===== src/rtl/fft_seq_pkg.sv =====
// Shared FSM encoding and address helpers for the in-place radix-2 DIT FFT sequencer.
// The bit-reverse helper only drives hardware when FFT_BITREV_EN is defined.
package fft_seq_pkg;

   localparam int unsigned MAX_BITS = 16;

   typedef enum logic [2:0] {
      ST_IDLE,
      ST_BREV_RD,
      ST_BREV_WR,
      ST_RD,
      ST_DATA,
      ST_WAIT,
      ST_WR,
      ST_DONE
   } seq_state_t;

   // Reverse the low 'bits' bits of v.
   function automatic logic [MAX_BITS-1:0] bitrev(input logic [MAX_BITS-1:0] v,
                                                  input int unsigned bits);
      logic [MAX_BITS-1:0] r;
      r = '0;
      for (int unsigned j = 0; j < MAX_BITS; j++) begin
         if (j < bits) begin
            r = r | (((v >> j) & MAX_BITS'(1)) << (bits - 1 - j));
         end
      end
      return r;
   endfunction

   function automatic logic [MAX_BITS-1:0] span_of(input int unsigned s);
      return MAX_BITS'(1) << s;
   endfunction

   // Top leg: insert a zero at bit position s of k.
   function automatic logic [MAX_BITS-1:0] bfly_addr_a(input int unsigned s,
                                                       input logic [MAX_BITS-1:0] k);
      return ((k >> s) << (s + 1)) | (k & (span_of(s) - MAX_BITS'(1)));
   endfunction

   function automatic logic [MAX_BITS-1:0] bfly_addr_b(input int unsigned s,
                                                       input logic [MAX_BITS-1:0] k);
      return bfly_addr_a(s, k) | span_of(s);
   endfunction

   function automatic logic [MAX_BITS-1:0] tw_index(input int unsigned s,
                                                    input logic [MAX_BITS-1:0] k,
                                                    input int unsigned bits);
      return (k & (span_of(s) - MAX_BITS'(1))) << (bits - 1 - s);
   endfunction

endpackage


===== src/rtl/fft_bfly_addr_gen.sv =====
// Combinational (stage, butterfly index) -> RAM leg addresses and twiddle ROM index.
module fft_bfly_addr_gen
   import fft_seq_pkg::*;
#(
   parameter int unsigned RAM_ADDR_BITS = 10,
   parameter int unsigned STAGE_BITS    = 4
) (
   input  logic [STAGE_BITS-1:0]    s,
   input  logic [RAM_ADDR_BITS-2:0] k,
   output logic [RAM_ADDR_BITS-1:0] addr_a_c,
   output logic [RAM_ADDR_BITS-1:0] addr_b_c,
   output logic [RAM_ADDR_BITS-2:0] tw_addr_c
);

   always_comb begin
      addr_a_c  = RAM_ADDR_BITS'(bfly_addr_a(32'(s), MAX_BITS'(k)));
      addr_b_c  = RAM_ADDR_BITS'(bfly_addr_b(32'(s), MAX_BITS'(k)));
      tw_addr_c = (RAM_ADDR_BITS-1)'(tw_index(32'(s), MAX_BITS'(k), RAM_ADDR_BITS));
   end

endmodule


===== src/rtl/fft_ram_sequencer.sv =====
// Sequences in-place radix-2 DIT FFT passes over the dual-port data RAMs.
// Define FFT_BITREV_EN to add an in-place bit-reverse permutation pass before stage 0.
module fft_ram_sequencer
   import fft_seq_pkg::*;
#(
   parameter int unsigned RAM_ADDR_BITS = 10,
   parameter int unsigned BFLY_LAT      = 4,
   parameter int unsigned STAGE_BITS    = 4
) (
   input  logic                     Clk,
   input  logic                     reset,
   input  logic                     start,
   output logic                     busy,
   output logic                     done,
   output logic [STAGE_BITS-1:0]    stage,
   output logic [RAM_ADDR_BITS-1:0] addrA,
   output logic [RAM_ADDR_BITS-1:0] addrB,
   output logic                     write_enableA,
   output logic                     write_enableB,
   output logic [RAM_ADDR_BITS-2:0] tw_addr,
   output logic                     bfly_in_valid,
   output logic                     swap
);

   localparam int unsigned K_BITS    = RAM_ADDR_BITS - 1;
   localparam int unsigned WAIT_BITS = (BFLY_LAT > 2) ? $clog2(BFLY_LAT) : 1;

   seq_state_t             state, state_nxt;
   logic [STAGE_BITS-1:0]  s_q, s_nxt;
   logic [K_BITS-1:0]      k_q, k_nxt;
   logic [WAIT_BITS-1:0]   w_q, w_nxt;

   logic [RAM_ADDR_BITS-1:0] gen_a_c, gen_b_c;
   logic [K_BITS-1:0]        gen_tw_c;

   logic                     busy_nxt, done_nxt, valid_nxt, we_nxt, swap_nxt;
   logic [STAGE_BITS-1:0]    stage_nxt;
   logic [RAM_ADDR_BITS-1:0] addr_a_nxt, addr_b_nxt;
   logic [K_BITS-1:0]        tw_nxt;

`ifdef FFT_BITREV_EN
   localparam int unsigned N         = 1 << RAM_ADDR_BITS;
   localparam int unsigned BASE_BITS = RAM_ADDR_BITS + 1;

   logic [RAM_ADDR_BITS-1:0] i_q, i_nxt;
   logic [BASE_BITS-1:0]     srch_base_c;
   logic                     found_c;
   logic [RAM_ADDR_BITS-1:0] found_idx_c;

   // Next index at or above the base that needs a swap; self-reversed indices cost nothing.
   always_comb begin
      srch_base_c = (state == ST_IDLE) ? '0 : BASE_BITS'(i_q) + BASE_BITS'(1);
      found_c     = 1'b0;
      found_idx_c = '0;
      for (int j = int'(N) - 1; j >= 0; j--) begin
         if ((BASE_BITS'(j) >= srch_base_c) &&
             (MAX_BITS'(j) < bitrev(MAX_BITS'(j), RAM_ADDR_BITS))) begin
            found_c     = 1'b1;
            found_idx_c = RAM_ADDR_BITS'(j);
         end
      end
   end
`endif

   fft_bfly_addr_gen #(
      .RAM_ADDR_BITS(RAM_ADDR_BITS),
      .STAGE_BITS   (STAGE_BITS)
   ) u_addr_gen (
      .s        (s_nxt),
      .k        (k_nxt),
      .addr_a_c (gen_a_c),
      .addr_b_c (gen_b_c),
      .tw_addr_c(gen_tw_c)
   );

   // Next-state and counter update.
   always_comb begin
      state_nxt = state;
      s_nxt     = s_q;
      k_nxt     = k_q;
      w_nxt     = w_q;
`ifdef FFT_BITREV_EN
      i_nxt     = i_q;
`endif
      case (state)
         ST_IDLE: begin
            if (start) begin
               s_nxt = '0;
               k_nxt = '0;
`ifdef FFT_BITREV_EN
               if (found_c) begin
                  state_nxt = ST_BREV_RD;
                  i_nxt     = found_idx_c;
               end else begin
                  state_nxt = ST_RD;
               end
`else
               state_nxt = ST_RD;
`endif
            end
         end
`ifdef FFT_BITREV_EN
         ST_BREV_RD: state_nxt = ST_BREV_WR;
         ST_BREV_WR: begin
            if (found_c) begin
               state_nxt = ST_BREV_RD;
               i_nxt     = found_idx_c;
            end else begin
               state_nxt = ST_RD;
            end
         end
`endif
         ST_RD: state_nxt = ST_DATA;
         ST_DATA: begin
            w_nxt     = '0;
            state_nxt = (BFLY_LAT > 1) ? ST_WAIT : ST_WR;
         end
         ST_WAIT: begin
            if (32'(w_q) >= BFLY_LAT - 2) begin
               state_nxt = ST_WR;
            end else begin
               w_nxt = w_q + WAIT_BITS'(1);
            end
         end
         ST_WR: begin
            state_nxt = ST_RD;
            if (k_q == '1) begin
               k_nxt = '0;
               if (32'(s_q) == RAM_ADDR_BITS - 1) begin
                  state_nxt = ST_DONE;
               end else begin
                  s_nxt = s_q + STAGE_BITS'(1);
               end
            end else begin
               k_nxt = k_q + K_BITS'(1);
            end
         end
         ST_DONE: state_nxt = ST_IDLE;
         default: state_nxt = ST_IDLE;
      endcase
   end

   // Output decode from the state being entered, so outputs line up with their state.
   always_comb begin
      busy_nxt   = 1'b0;
      done_nxt   = 1'b0;
      valid_nxt  = 1'b0;
      we_nxt     = 1'b0;
      swap_nxt   = 1'b0;
      stage_nxt  = '0;
      addr_a_nxt = '0;
      addr_b_nxt = '0;
      tw_nxt     = '0;
      case (state_nxt)
         ST_RD, ST_DATA, ST_WAIT, ST_WR: begin
            busy_nxt   = 1'b1;
            stage_nxt  = s_nxt;
            addr_a_nxt = gen_a_c;
            addr_b_nxt = gen_b_c;
            tw_nxt     = gen_tw_c;
            valid_nxt  = (state_nxt == ST_DATA);
            we_nxt     = (state_nxt == ST_WR);
         end
`ifdef FFT_BITREV_EN
         ST_BREV_RD, ST_BREV_WR: begin
            busy_nxt   = 1'b1;
            addr_a_nxt = i_nxt;
            addr_b_nxt = RAM_ADDR_BITS'(bitrev(MAX_BITS'(i_nxt), RAM_ADDR_BITS));
            swap_nxt   = (state_nxt == ST_BREV_WR);
            we_nxt     = (state_nxt == ST_BREV_WR);
         end
`endif
         ST_DONE: done_nxt = 1'b1;
         default: ;
      endcase
   end

   always_ff @(posedge Clk) begin
      if (reset) begin
         state <= ST_IDLE;
         s_q   <= '0;
         k_q   <= '0;
         w_q   <= '0;
`ifdef FFT_BITREV_EN
         i_q   <= '0;
`endif
      end else begin
         state <= state_nxt;
         s_q   <= s_nxt;
         k_q   <= k_nxt;
         w_q   <= w_nxt;
`ifdef FFT_BITREV_EN
         i_q   <= i_nxt;
`endif
      end
   end

   always_ff @(posedge Clk) begin
      if (reset) begin
         busy          <= 1'b0;
         done          <= 1'b0;
         stage         <= '0;
         addrA         <= '0;
         addrB         <= '0;
         write_enableA <= 1'b0;
         write_enableB <= 1'b0;
         tw_addr       <= '0;
         bfly_in_valid <= 1'b0;
         swap          <= 1'b0;
      end else begin
         busy          <= busy_nxt;
         done          <= done_nxt;
         stage         <= stage_nxt;
         addrA         <= addr_a_nxt;
         addrB         <= addr_b_nxt;
         write_enableA <= we_nxt;
         write_enableB <= we_nxt;
         tw_addr       <= tw_nxt;
         bfly_in_valid <= valid_nxt;
         swap          <= swap_nxt;
      end
   end

endmodule

===== config.mk =====
export PLATFORM = sky130hd
export DESIGN_NAME = fft_ram_sequencer
export DESIGN_NICKNAME = d
export VERILOG_FILES = /design/src/rtl/fft_seq_pkg.sv /design/src/rtl/fft_bfly_addr_gen.sv /design/src/rtl/fft_ram_sequencer.sv
export SDC_FILE = /design/constraint.sdc
export NUM_CORES = 1
export LEC_CHECK = 0
export BUFFER_PORTS_ARGS = -buffer_cell sky130_fd_sc_hd__buf_2
export CAP_MARGIN = 15
export CORE_MARGIN = 2
export CORE_UTILIZATION = 59
export DETAILED_ROUTE_END_ITERATION = 6
export GPL_ROUTABILITY_DRIVEN = 0
export HOLD_SLACK_MARGIN = 0.12
export PLACE_DENSITY = 0.81
export SLEW_MARGIN = 25
export SYNTH_ARGS = -nofsm -noshare
export SYNTH_HDL_FRONTEND = slang
export SYNTH_SLANG_ARGS = --single-unit

===== constraint.sdc =====
create_clock -name Clk -period 4.71 [get_ports Clk]
set_clock_uncertainty 0.15 [all_clocks]
set_input_delay 0.7065 -clock Clk [delete_from_list [all_inputs] [get_ports Clk]]
set_output_delay 0.7065 -clock Clk [all_outputs]
set_load 0.01 [all_outputs]

==> flow_summary.ini, run 1 <==
[run_status]
status = finished, violations left
failed_checks = DRC

[place]
dpl.hpwl_um = 6770
portBuffers = 40
dpl.cell_count = 530

[worst_setup_path]
startpoint_type = register
cp-end-kind = register
rr_startpoint = k_q[0]
path_buf_inv = 3
critical_path.slowest_cell = dfxtp_1
cp.required_ns = 4.75
path_cells = ha_1, nand3_1, nor3_2, ha_1, buf_4, nand4b_1, nor4b_2, nor2_4, buf_4, ha_1, inv_1, a221oi_1, o32ai_1, a32oi_2, mux2i_1, a221oi_1, a211oi_1
crit_start = k_q[0]
cp_slowest_stage_delay_ns = 0.42
crit_path_max_fanout = 23
worst_ep_arrival_time_ns = 4.39
cp_common_cell = ha_1
crit_family = compound AO/OA/AOI/OAI gates
critPathKind = reg -> reg

[clocking]
cts-root-buf = clkbuf_8
cts_made_buffers = 5
ctsHoldBuffers = 0
clock_sinks = 55
clock_path_buffers = 2
clk_latency_ns = 0.31
ctsHtreeMaxLevel = 2
cts_tree = yes
path_clk_slew_ns = 0.10

[route]
dr.pass1.iters = 7
vias = 3703
wl_per_cell_um = 18.4
post_drt_via_cell_ratio = 6.88
wirelength_um = 9900
drc = 20
drtAntennaViolNets = 0
drtIter0Drc = 819

[timing]
fin_crit_sh = 0.923
final_max_slew_viol_count = 0
slew_headroom = 0.555
finalHoldViolations = 0
rsz0062_at_grt = false
setup_viol_count_final = 0
worstMarginPinSlew_ns = 0.662
setup_tns_ns = 0
fmax_mhz = 230
min_period_ns = 4.35

[floorplan]
coreArea_um2 = 5820
rows = 28
die_w_um = 80.9
initial_utilization = 0.600
ios = 42
die_y_um = 80.9
dieArea_um2 = 6540

[yosys]
syn_nets = 449
postSynthCellCount = 437
synth_edf_count = 0
yosys_warnings = 0
yosysSeqAreaShare = 0.316
async_flop_share = 0
mappedNetlistArea_um2 = 3490
ys_types = 82
avgSynthCellArea_um2 = 7.98
synth_seq_cells = 55
ys.flop_type = dfxtp_1

[layout]
final_cell_mix = 59 x nor2_1, 55 x dfxtp_1, 41 x a21oi_1
layout-drive-gt1-share = 0.197
antenna-diode-count = 0
area_growth_pct = 10.8
final_nets = 474
fin_cells = 538
final_common_cell = nor2_1

[power]
ir_drop_mv = 0.124
p_leak_nw = 1.48
power_density_nw_per_um2 = 227

[min_path]
hold_start = w_q[0]
hold_class = reg -> reg

[global_routing]
antenna_found_initial = 0
grt_overflow = 0
track_usage = 0.310
grt_pass1_vias = 3260
grt_pass1_wl_um = 15900
grt_max_degree = 32

[job]
cap_violations = 0
[routing by layer]
metal,GRT usage,vias to the layer above,routed length (um)
met5,0,-,0
met4,0.158,0,537
met3,0.0889,77,1290
met2,0.474,297,4240
met1,0.396,1649,3830
li1,-,1680,-
[worst paths after layout]
kind / slack (ns) / cells after the start / to
worst max-delay path: 0.36 / 17 / tw_addr[8]
worst min-delay path: 0.38 / 2 / w_q[0]
worst max register to register: 0.36 / 17 / tw_addr[8]
worst min register to register: 0.38 / 2 / w_q[0]
[timing repair]
item	4_1_cts	5_1_grt
gates resized for setup	0	7
endpoints found under the hold margin	0	0
buffers inserted	0	0
setup endpoints to repair	0	6
[tightest hold or removal path: cells and delay by family (launching register included)]
family,cells,cell delay [ns]
AO/OA/AOI/OAI,1,0.07
AND/OR/NAND/NOR,1,0.07
flip-flops,1,0.36
[synth_stat cells (all sizes together) (5+ instances only)]
master | number | area [um2]
a22o | 5 | 43.8
nor4 | 6 | 43.8
mux2i | 8 | 83.8
o211ai | 8 | 60.1
clkbuf | 19 | 71.3
nand4 | 5 | 31.3
nand2 | 35 | 131
dfxtp | 55 | 1100
nand3 | 13 | 70.1
inv | 15 | 58.8
a211oi | 10 | 80.1
nor3 | 9 | 45.0
o22ai | 5 | 31.3
o21ai | 17 | 85.1
o32ai | 5 | 51.3
a31oi | 7 | 43.8
a221oi | 5 | 50.0
buf | 15 | 96.3
ha | 9 | 113
o31ai | 8 | 73.8
a21o | 5 | 37.5
a21oi | 44 | 231
nor2 | 62 | 243
nand3b | 7 | 52.6
[flip-flops by register name, indices dropped and copies added (netlist names)]
signal and cells:
addrB 10, done 1, w_q 2, stage 4
addrA 10, bfly_in_valid 1, busy 1, s_q 4
tw_addr 9, state 3, write_enableB 1, k_q 9
[cell type report]
cell class,instances,area [um2]
Inverter,15,58.8
Timing Repair Buffer,52,294
Clock inverter,2,60.1
Fill cell,514,1950
Multi-Input combinational cell,333,2180
Sequential cell,55,1100
Clock buffer,6,72.6
Tap cell,75,93.8
[kinds of logic after synthesis]
logic type | share of synthesized area
xor gates and xnor gates | 0.00251
adders and majority gates | 0.0323
muxes | 0.0240
and+or+nand+nor | 0.237
DFF | 0.316
buffers and inverters | 0.0649
AOI/OAI and AO/OA | 0.323
other | 0.00108
[report_power, final]
part | internal (mW) | leakage, nW | switching, mW
Sequential | 0.468 | 0.444 | 0.00622
Combinational | 0.0148 | 0.969 | 0.0273
Clock | 0.212 | 0.0654 | 0.149
[stage by stage]
| stage | hold WS, ns | setup slack, ns | total power [mW] | utilization | cell area, um2 |
|---|---|---|---|---|---|
| final | 0.376 | 0.362 | 0.878 | 0.665 | 3860 |
| after global routing | 0.447 | 0.0204 | 0.906 | 0.665 | 3860 |
| after CTS | 0.383 | 0.142 | 0.883 | 0.660 | 3840 |
| after detailed placement | 0.362 | 0.216 | 0.526 | 0.637 | 3700 |
| after global placement | 0.347 | 0.349 | 0.525 | 0.637 | 3700 |
| after floorplan | 0.332 | 0.471 | 0.519 | - | 3490 |
(Power assumes the default switching activity.)
==> run 2, diff against run 1 <==
CORE_UTILIZATION = 35   (was 59)
CTS_CLUSTER_DIAMETER = 60   (was default)
PLACE_DENSITY = default   (was 0.81)
==> flow_summary.ini, run 2 (synthesis gave the netlist of run 1 again) <==
[run_status]
status = finished clean

[route]
wl_per_cell_um = 17.2
drtIter0Drc = 295
vias = 3562
post_drt_via_cell_ratio = 5.96
drc = 0
drtAntennaViolNets = 0
dr.pass1.iters = 6
wirelength_um = 10300

[clocking]
cts-root-buf = clkbuf_8
postCtsSetupRepairBufs = 0
ctsHoldBuffers = 0
clock_sinks = 55
path_clk_slew_ns = 0.10
clk_latency_ns = 0.32
cts_made_buffers = 5
ctsHtreeMaxLevel = 2
clock_path_buffers = 2
cts_tree = yes
cts-resized-gates = 0

[place]
dpl.hpwl_um = 7290
post_dp_cell_area_um2 = 3790
place_ws_ns = 0.242
portBuffers = 40
dpl.cell_count = 590

[worst_setup_path]
cp_slowest_stage_delay_ns = 0.54
rr_startpoint = k_q[0]
path_cells = ha_1, nand3_1, nor3_1, ha_1, inv_1, or4_1, and3_1, inv_4, nand2_1, inv_1, ha_1, inv_1, a221oi_1, o32ai_1, a32oi_2, mux2i_1, a221oi_1, a211oi_1
crit_path_end = tw_addr[8]
worst_ep_arrival_time_ns = 4.53
crit_family = simple AND/OR/NAND/NOR gates
crit_start = k_q[0]
crit_path_max_fanout = 11
r2r_slack_ns = 0.24
reg2reg_depth = 18
rr_endpoint = tw_addr[8]
cp.depth = 18
path_buf_inv = 4
critPathKind = reg -> reg
startpoint_type = register
cp.required_ns = 4.77
critical_path.slowest_cell = or4_1
cp-end-kind = register

[power]
power_density_nw_per_um2 = 230
p_total_mw = 0.905
ir_drop_mv = 0.107
p_leak_nw = 1.49

[floorplan]
initial_utilization = 0.358
dieArea_um2 = 10800
die_y_um = 104
rows = 36
die_w_um = 104
ios = 42
coreArea_um2 = 9730

[global_routing]
track_usage = 0.192
grt_overflow = 0
grt_max_degree = 31
grt_pass1_vias = 3257
antenna_found_initial = 0
grt_pass1_wl_um = 17000

[min_path]
hold_start = w_q[0]
hold_class = reg -> reg

[timing]
setup_viol_count_final = 0
finalHoldViolations = 0
final_max_slew_viol_count = 0
rsz0062_at_grt = false
worstMarginPinSlew_ns = 0.735
fin_ws_ns = 0.239
fin_crit_sh = 0.949
slew_headroom = 0.506
fmax_mhz = 224
setup_tns_ns = 0
min_period_ns = 4.47
hold_slack_ns = 0.383

[layout]
final_cell_mix = 58 x nor2_1, 55 x dfxtp_1, 41 x a21oi_1
largest_registers = addrA: 10 flops, addrB: 10 flops
utilization = 0.405
area_growth_pct = 13.1
antenna-diode-count = 0
postLayoutCellArea_um2 = 3940
layout-drive-gt1-share = 0.196
final_nets = 476
fin_cells = 598
final_common_cell = nor2_1

[job]
cap_violations = 0
-- run 2: layout make-up --
| class | count | area (um2) |
|---|---|---|
| tap | 133 | 166 |
| timing repair buffer | 54 | 305 |
| clock inverter | 3 | 71.3 |
| clock buffer | 5 | 68.8 |
| sequential | 55 | 1100 |
| multi-input combinational | 333 | 2170 |
| inverter | 15 | 58.8 |
| fill | 1007 | 5790 |
-- run 2: power by group --
part,switching [mW],internal [mW]
Sequential,0.00607,0.468
Combinational,0.0275,0.0148
Clock,0.173,0.216
-- run 2: layer usage --
metal  vias to the layer above  share of wire  GRT usage  wire length (um)
li1                       1684              -          -                 -
met1                      1668           0.46      0.268              4740
met2                       189           0.45      0.295              4610
met3                        21          0.069     0.0327               711
met4                         0          0.020     0.0763               206
met5                         -              0          0                 0
-- run 2: worst min-delay path by stage --
stage	endpoint	cells after the start	slack [ns]
5_1_grt	w_q[0]	2	0.44
3_3_place_gp	w_q[0]	2	0.35
4_1_cts	w_q[0]	2	0.39
3_5_place_dp	w_q[0]	2	0.37
2_1_floorplan	w_q[0]	2	0.33
6_report	w_q[0]	2	0.38
-- run 2: worst register-to-register path, delay by kind of cell (launching register included) --
family          cells  cell delay [ns]
compound gates      5             1.13
buf+inv             4             0.39
flops               1             0.43
fa+ha+maj           3             0.72
simple gates        5             1.36
mux                 1             0.17
==> run 3, diff against run 2 <==
CORE_ASPECT_RATIO = 2   (was default)
CTS_CLUSTER_SIZE = 28   (was default)
MAX_ROUTING_LAYER = met4   (was default)
==> flow_summary.ini, run 3 (synthesis gave the netlist of run 1 again) <==
[run_status]
status = finished clean

[route]
post_drt_via_cell_ratio = 6.04
dr.pass1.iters = 4
vias = 3617
drtAntennaViolNets = 0
drtIter0Drc = 467
drc = 0
wl_per_cell_um = 18.8
wirelength_um = 11200

[floorplan]
dieArea_um2 = 10800
rows = 51
die_y_um = 145
coreArea_um2 = 9700
die_w_um = 74.6
initial_utilization = 0.360
ios = 42

[worst_setup_path]
crit_family = simple AND/OR/NAND/NOR gates
path_buf_inv = 2
crit_path_end = addrB[1]
cp.depth = 15
crit_start = k_q[0]
cp_slowest_stage_delay_ns = 0.62
cp.required_ns = 4.76
r2r_slack_ns = 0.35
startpoint_type = register
reg2reg_depth = 15
rr_startpoint = k_q[0]
cp-end-kind = register
critical_path.slowest_cell = nor4b_1
crit_path_max_fanout = 11
worst_ep_arrival_time_ns = 4.41
critPathKind = reg -> reg
path_cells = ha_1, nand3_1, nor3_1, ha_2, nand2_1, nor4b_1, nor2_4, inv_2, buf_4, ha_1, o2111ai_1, and2_1, nor2b_1, a21oi_1, a21oi_1
rr_endpoint = addrB[1]

[timing]
rsz0062_at_grt = false
fin_ws_ns = 0.347
setup_tns_ns = 0
final_max_slew_viol_count = 0
finalHoldViolations = 0
fin_crit_sh = 0.926
worstMarginPinSlew_ns = 0.788
min_period_ns = 4.36
slew_headroom = 0.473
setup_viol_count_final = 0
fmax_mhz = 229

[clocking]
cts_tree = yes
clock_path_buffers = 2
cts-root-buf = clkbuf_16
cts_made_buffers = 5
clock_sinks = 55
ctsHtreeMaxLevel = 2
path_clk_slew_ns = 0.07
clk_latency_ns = 0.30

[layout]
fin_cells = 599
nFillCells = 1056
largest_registers = addrA: 10 flops, addrB: 10 flops
final_cell_mix = 60 x nor2_1, 55 x dfxtp_1, 41 x a21oi_1
final_common_cell = nor2_1
antenna-diode-count = 0
area_growth_pct = 13.9
final_nets = 478
layout-drive-gt1-share = 0.199

[power]
p_int_mw = 0.683
power.share.clock = 0.422
seqPwrFrac = 0.530
power_density_nw_per_um2 = 225
power.switching_mw = 0.211
p_leak_nw = 1.50
ir_drop_mv = 0.180
swShare = 0.236
p_comb_frac = 0.048

[place]
dpl.hpwl_um = 8510
place_ws_ns = 0.175
dpl.cell_count = 589
portBuffers = 40

[global_routing]
grt_overflow = 0
grt_pass1_wl_um = 18100
track_usage = 0.222
grt_busiest_layer = met2
antenna_found_initial = 0
grt_max_degree = 27
met1_usage = 0.231
grt_pass1_vias = 3509
met3_usage = 0.0264
grt_util_met2 = 0.364

[min_path]
hold_class = reg -> reg

[job]
cap_violations = 0
run 3: area by class of cell:
class                   instances  area (um2)  share of cell area
clock buffers                   5         125              0.0315
clock inverters                 3        23.8             0.00599
inverters                      15        58.8              0.0148
multi-input cells             333        2180               0.548
flip-flops and latches         55        1100               0.277
well taps                     132         165              0.0416
repair buffers                 56         320              0.0807
run 3: worst min path at each step:
stage | startpoint | endpoint | cells past startpoint
2_1_floorplan | w_q[0] | w_q[0] | 2
5_1_grt | w_q[0] | w_q[0] | 2
6_report | w_q[0] | w_q[0] | 2
3_3_place_gp | w_q[0] | w_q[0] | 2
4_1_cts | w_q[0] | w_q[0] | 2
3_5_place_dp | w_q[0] | w_q[0] | 2
run 3: power groups by stage:
| stage | Clock [mW] | Sequential, mW | Combinational (mW) |
|---|---|---|---|
| 5_1_grt | 0.407 | 0.475 | 0.0464 |
| 4_1_cts | 0.393 | 0.474 | 0.0419 |
| 2_1_floorplan | 0 | 0.482 | 0.0367 |
| 6_report | 0.378 | 0.474 | 0.0426 |
| 3_5_place_dp | 0 | 0.485 | 0.0417 |
| 3_3_place_gp | 0 | 0.485 | 0.0416 |
run 3: repair_timing:
item | in CTS | in global routing
setup buffers | 0 | 2
resized for setup | 0 | 3
endpoints found under the setup margin | 0 | 8
hold buffers | 0 | 0
run 3: stage by stage:
stage	area (um2)	hold slack (ns)	total power, mW	utilization
2_1_floorplan	3490	0.332	0.519	-
3_3_place_gp	3790	0.347	0.526	0.391
3_5_place_dp	3790	0.376	0.527	0.391
4_1_cts	3940	0.393	0.909	0.406
5_1_grt	3970	0.418	0.929	0.409
6_report	3970	0.395	0.895	0.409
run 3: routing by layer:
metal  up-vias  wire length (um)  share of wire
met5         -                 0              0
met4         0              1000          0.089
met3        65               580          0.052
met2       176              5770           0.51
met1      1685              3880           0.35
li1       1691                 -              -
run 3: worst register-to-register path, stage by stage, from the launching register on:
cell	delay, ns
dfxtp_1	0.41
ha_1	0.21
nand3_1	0.17
nor3_1	0.26
ha_2	0.28
nand2_1	0.09
nor4b_1	0.62
nor2_4	0.08
inv_2	0.18
buf_4	0.24
ha_1	0.33
o2111ai_1	0.19
and2_1	0.22
nor2b_1	0.29
a21oi_1	0.23
a21oi_1	0.31
